[config.mk]
export PLATFORM = sky130hd
export DESIGN_NAME = instr_fetch_unit
export DESIGN_NICKNAME = d
export VERILOG_FILES = /design/src/rtl/instr_fetch_unit_pkg.sv /design/src/rtl/instr_fetch_unit_pc_counter.sv /design/src/rtl/instr_fetch_unit.sv
export SDC_FILE = /design/constraint.sdc
export NUM_CORES = 1
export LEC_CHECK = 0
export CORE_ASPECT_RATIO = 0.5
export CORE_MARGIN = 3
export CORE_UTILIZATION = 41
export DETAILED_ROUTE_END_ITERATION = 10
export GPL_TIMING_DRIVEN = 0
export PLACE_DENSITY_LB_ADDON = 0.08
export SYNTH_ARGS = -nofsm -noshare
export SYNTH_HDL_FRONTEND = slang
export SYNTH_SLANG_ARGS = --single-unit
[constraint.sdc]
create_clock -name Clk -period 2.94 [get_ports Clk]
set_input_delay 0.735 -clock Clk [delete_from_list [all_inputs] [get_ports Clk]]
set_output_delay 0.735 -clock Clk [all_outputs]
set_load 0.01 [all_outputs]
[src/rtl/instr_fetch_unit_pkg.sv]
// Shared fetch-stage types: FSM encoding, instruction word and opcode field.
package instr_fetch_unit_pkg;

    typedef enum logic [1:0] {
        FS_REQ  = 2'd0,
        FS_WAIT = 2'd1,
        FS_FULL = 2'd2
    } fetch_st_e;

    typedef logic [15:0] instr_t;

    localparam int OPC_MSB = 15;
    localparam int OPC_LSB = 12;

    localparam logic [3:0] OPC_LOAD  = 4'h0;
    localparam logic [3:0] OPC_STORE = 4'h1;
    localparam logic [3:0] OPC_ADD   = 4'h2;
    localparam logic [3:0] OPC_LDI   = 4'h3;
    localparam logic [3:0] OPC_SUB   = 4'h4;
    localparam logic [3:0] OPC_JMPZ  = 4'h5;

    function automatic logic [3:0] opcode(input instr_t w);
        return w[OPC_MSB:OPC_LSB];
    endfunction

endpackage

[src/rtl/instr_fetch_unit_pc_counter.sv]
// Program counter: clear beats increment, wraps naturally at 2^W.
module pc_counter
    import instr_fetch_unit_pkg::*;
#(
    parameter int W = 7
) (
    input  logic         clk_i,
    input  logic         rst_i,
    input  logic         clr_i,
    input  logic         inc_i,
    output logic [W-1:0] pc_o
);

    logic [W-1:0] pc_q;

    always_ff @(posedge clk_i or posedge rst_i) begin
        if (rst_i)      pc_q <= '0;
        else if (clr_i) pc_q <= '0;
        else if (inc_i) pc_q <= pc_q + W'(1);
    end

    assign pc_o = pc_q;

endmodule

[src/rtl/instr_fetch_unit.sv]
// Fetch stage: owns PC and IR, prefetches the word at PC from a fixed-latency
// pipelined instruction memory and flags stalls through IRValid.
module instr_fetch_unit
    import instr_fetch_unit_pkg::*;
#(
    parameter int PC_WIDTH     = 7,
    parameter int IMEM_LATENCY = 1
) (
    input  logic                Clk,
    input  logic                Rst,
    input  logic                PCClr,
    input  logic                PCUp,
    input  logic                IRLd,
    output logic [PC_WIDTH-1:0] IMemAddr,
    output logic                IMemRdEn,
    input  instr_t              IMemRdData,
    output instr_t              Instruction,
    output logic [PC_WIDTH-1:0] PCOut,
    output logic                IRValid,
    output logic                FetchBusy
);

    localparam int CNT_W = 3;

    fetch_st_e          st_q;
    logic [CNT_W-1:0]   cnt_q;
    instr_t             ir_q;
    instr_t             pf_q;
    logic               pend_q;
    logic               adv_q;
    logic               irv_q;
    logic [PC_WIDTH-1:0] pc;
    logic               pend_eff;
    logic               adv_eff;

    pc_counter #(.W(PC_WIDTH)) u_pc (
        .clk_i (Clk),
        .rst_i (Rst),
        .clr_i (PCClr),
        .inc_i (PCUp & ~PCClr),
        .pc_o  (pc)
    );

    // An IRLd this cycle already claims the in-flight read, so fold it in.
    assign pend_eff = pend_q | IRLd;
    assign adv_eff  = adv_q | PCUp;

    always_ff @(posedge Clk or posedge Rst) begin
        if (Rst) begin
            st_q   <= FS_REQ;
            cnt_q  <= '0;
            ir_q   <= '0;
            pf_q   <= '0;
            pend_q <= 1'b0;
            adv_q  <= 1'b0;
            irv_q  <= 1'b0;
        end else if (PCClr) begin
            st_q   <= FS_REQ;
            pend_q <= 1'b0;
            adv_q  <= 1'b0;
            irv_q  <= 1'b0;
        end else begin
            case (st_q)
                FS_REQ: begin
                    cnt_q <= CNT_W'(IMEM_LATENCY);
                    if (IRLd) begin
                        pend_q <= 1'b1;
                        irv_q  <= 1'b0;
                    end
                    if (pend_eff) begin
                        adv_q <= adv_eff;
                        st_q  <= FS_WAIT;
                    end else if (PCUp) begin
                        st_q  <= FS_REQ;
                    end else begin
                        st_q  <= FS_WAIT;
                    end
                end
                FS_WAIT: begin
                    if (IRLd) begin
                        pend_q <= 1'b1;
                        irv_q  <= 1'b0;
                    end
                    if (pend_eff && PCUp) adv_q <= 1'b1;
                    if (!pend_eff && PCUp) begin
                        // Abandon the read; the counter restart keeps its data out.
                        st_q <= FS_REQ;
                    end else if (cnt_q == CNT_W'(1)) begin
                        if (pend_eff) begin
                            ir_q   <= IMemRdData;
                            irv_q  <= 1'b1;
                            pend_q <= 1'b0;
                            adv_q  <= 1'b0;
                        end
                        if (pend_eff && adv_eff) begin
                            st_q <= FS_REQ;
                        end else begin
                            pf_q <= IMemRdData;
                            st_q <= FS_FULL;
                        end
                    end else begin
                        cnt_q <= cnt_q - CNT_W'(1);
                    end
                end
                FS_FULL: begin
                    if (IRLd) begin
                        ir_q  <= pf_q;
                        irv_q <= 1'b1;
                    end
                    if (PCUp) st_q <= FS_REQ;
                end
                default: st_q <= FS_REQ;
            endcase
        end
    end

    assign IMemAddr    = pc;
    assign IMemRdEn    = (st_q == FS_REQ) & ~Rst;
    assign FetchBusy   = (st_q != FS_FULL);
    assign Instruction = ir_q;
    assign PCOut       = pc;
    assign IRValid     = irv_q;

endmodule

==> flow_summary.ini <==
[global_routing]
gr-usage-met3_pct = 4.85
grt_most_used_layer = met2
overflow = 0
grt_pass1_wl_um = 8280
grt_pass1_vias = 1768
antenna_found_initial = 0
grt.total_usage_pct = 15.3
grt_max_degree = 27
use_met2_pct = 25.8
use_met1_pct = 19.3

[yosys]
syn_nets = 219
synthCells = 192
synth-seq-area-share_pct = 49.0
yosysWarnings = 0
syn_area_sq_um = 2400
synth_cell_types = 40
avgSynthCellArea_sq_um = 12.5
synth_seq_cells = 47

[critical_path]
cp_slowest_cell = clkdlybuf4s50_1
critPathLaunchType = input pin
path_buf_inv = 2
cp_max_fo = 2
path_class = in2out
worstPathArrival_ns = 1.82
cp_top_family = buffers and inverters
worstPathRequired_ns = 2.20
end_kind = output port
cp_common_cell = clkdlybuf4s50_1
path_cells = clkdlybuf4s50_1 > nor2b_1 > clkdlybuf4s50_1
slowest_delay_ns = 0.54

[route]
drc = 0
route.final.wire_length_um = 4760
drtIter0Drc = 36
drtPass1Iterations = 4
vias = 1669
wl_per_cell_um = 14.7
antenna_left = 0
vias_per_cell = 5.17

[power_and_ir_drop]
vdd_drop_max_mv = 0.467
switchingPower_mw = 0.707
p_per_area_nw_per_um2 = 804
clkPwrFrac_pct = 26.1
power_mw = 2.58
swShare_pct = 27.4
seqPwrFrac_pct = 39.6
p_leak_nw = 1.36
power.internal_mw = 1.87
power_frac_comb_pct = 34.3

[placement]
port-buffer-count = 52
gp_congestion = 0.786
hpwl_um = 3460
place_inst = 315
place_area_sq_um = 3030

[floorplan]
initial_utilization_pct = 45.6
coreArea_sq_um = 5270
die_y_um = 60.1
row_count = 18
io_pins = 54
fp.dieArea_sq_um = 6870
die_x_um = 114

[cells_and_area]
fin_cells = 323
antennaDiodeCount = 0
layout-drive-gt1-share_pct = 30.0
nFillCells = 451
syn2layout_area_growth_pct = 33.6
final_nets = 279
fin_area_sq_um = 3210

[clock_network]
htree_levels = 2
cts-root-buf = clkbuf_16
cts_sinks = 47
clock_latency_ns = 0.29
cts_setup_buffers = 0
clkTransAtPathRegs_ns = 0.06
hold_buffers = 0
cts_made_buffers = 5
clockBufferDepth = 2
cts_tree = done
ctsResizeCount = 0

[sta]
period_share_pct = 86.9
hold_violations = 0
rsz0062_at_grt = no
slew_violations = 0
slew_headroom_pct = 53.4
worstMarginPinSlew_ns = 0.696
fmax_mhz = 391
period_needed_ns = 2.56
skew_ns = 0.00563
setup_viol = 0
tns_ns = 0

[run]
cap_violations = 0

[hold_path]
hold_path_class = reg2reg

[run_status]
run_status = finished, final reports clean
cells by family (layout without fill, tap and decap cells):
family	Yosys count	in the layout	synth area share [%]
AO/OA/AOI/OAI	23	23	7.30
XOR/XNOR	4	4	1.46
adder cells (fa/ha/maj)	6	6	3.13
buffers and inverters	22	83	5.31
flip-flops	47	47	49.0
multiplexers	50	50	24.9
AND/OR/NAND/NOR	40	40	8.91
metrics by stage:
step	utilization, %	setup slack, ns	hold slack (ns)
3_5_place_dp	57.5	0.113	0.488
6_report	60.9	0.384	0.491
2_1_floorplan	-	0.891	0.452
4_1_cts	60.9	0.370	0.503
3_3_place_gp	57.1	0.111	0.464
5_1_grt	60.9	0.307	0.520
Yosys cell counts:
library cell  count  area, sq um
o211ai_2          1         12.5
or3b_2            1         8.76
a311oi_1          1         8.76
dfrtp_1          47         1180
mux2_2           37          417
mux2_1            1         11.3
nor2_4            1         11.3
inv_2             1         3.75
mux2_4           10          150
a2bb2oi_1         2         17.5
a31oi_1           1         6.26
nor2_1           12         45.0
or3_1             2         12.5
xor2_1            3         26.3
nor3b_1           2         15.0
buf_2             3         15.0
o221ai_1          1         8.76
or2_2             1         6.26
o21ai_0           6         30.0
nand2b_1          4         25.0
clkbuf_1          1         3.75
o311ai_0          1         8.76
xnor2_1           1         8.76
o2bb2ai_1         1         8.76
buf_1             2         7.51
nor2b_2           1         8.76
buf_8             1         15.0
nand2_1           6         22.5
inv_1             6         22.5
a211oi_1          2         15.0
mux2i_1           2         20.0
o41ai_4           1         27.5
nand4_1           2         12.5
nor2b_1           3         18.8
ha_1              6         75.1
a21oi_1           5         25.0
o22ai_1           1         6.26
nand3_1           4         20.0
nand3b_1          1         7.51
buf_4             8         60.1
area by class of cell:
type                            instances  area [sq um]  area share (%)
Sequential cell                        47          1180            36.7
Clock buffer                            6           139            4.33
Clock inverter                          2          38.8            1.21
Buffer                                 15           101            3.16
Tap cell                               70          87.6            2.73
Inverter                                7          26.3           0.819
Timing Repair Buffer                   53           541            16.9
Multi-Input combinational cell        123          1100            34.2
state kept, by name, summed over array words and instances (netlist names):
register and cells:
st_q 2, adv_q 1, pend_q 1, cnt_q 3, IRValid 1, Instruction 16, pf_q 16, u_pc.pc_o 7
power by group through the flow:
stage / Combinational (mW) / Sequential [mW] / Clock (mW)
floorplan: 0.476 / 1.06 / 0
global placement: 0.872 / 1.02 / 0
detailed placement: 0.895 / 1.03 / 0
CTS: 0.900 / 1.02 / 0.686
global route: 0.957 / 1.06 / 0.717
finish: 0.885 / 1.02 / 0.671
worst paths after layout:
check | start | end | slack [ns] | cells after the start
worst max-delay path | Rst | IMemRdEn | 0.38 | 3
worst min-delay path | pf_q[11] | pf_q[11] | 0.49 | 1
worst max register to register | cnt_q[1] | pf_q[7] | 0.73 | 7
worst min register to register | pf_q[11] | pf_q[11] | 0.49 | 1
max in group asynchronous | Rst | Instruction[2] | 1.62 | 3
min in group asynchronous | Rst | u_pc.pc_o[0] | 0.82 | 2
per-layer routing:
| metal | up-vias | share of wire (%) |
|---|---|---|
| met5 | - | 0 |
| met4 | 0 | 0.93 |
| met3 | 5 | 6.2 |
| met2 | 36 | 46 |
| met1 | 837 | 46 |
| li1 | 791 | - |
worst register-to-register path, cell delays in order (launching register included):
cell and delay, ns:
dfrtp_1 0.37, inv_1 0.09, ha_1 0.17, nor2b_1 0.37
nand3_1 0.20, nor2_4 0.27, buf_4 0.26, mux2_2 0.35
layout by cell type (no fill, tap or decap), types with 3 or more instances in the layout:
master,count
nor2_1,12
inv_1,5
mux2_2,37
buf_4,8
o21ai_0,6
buf_2,3
nand3_1,4
nor2b_1,3
nand2_1,6
xor2_1,3
nand2b_1,4
ha_1,6
a21oi_1,5
clkbuf_16,5
dfrtp_1,47
mux2_4,10
clkdlybuf4s50_1,52
Note: power is estimated with default switching activity, not from simulation.
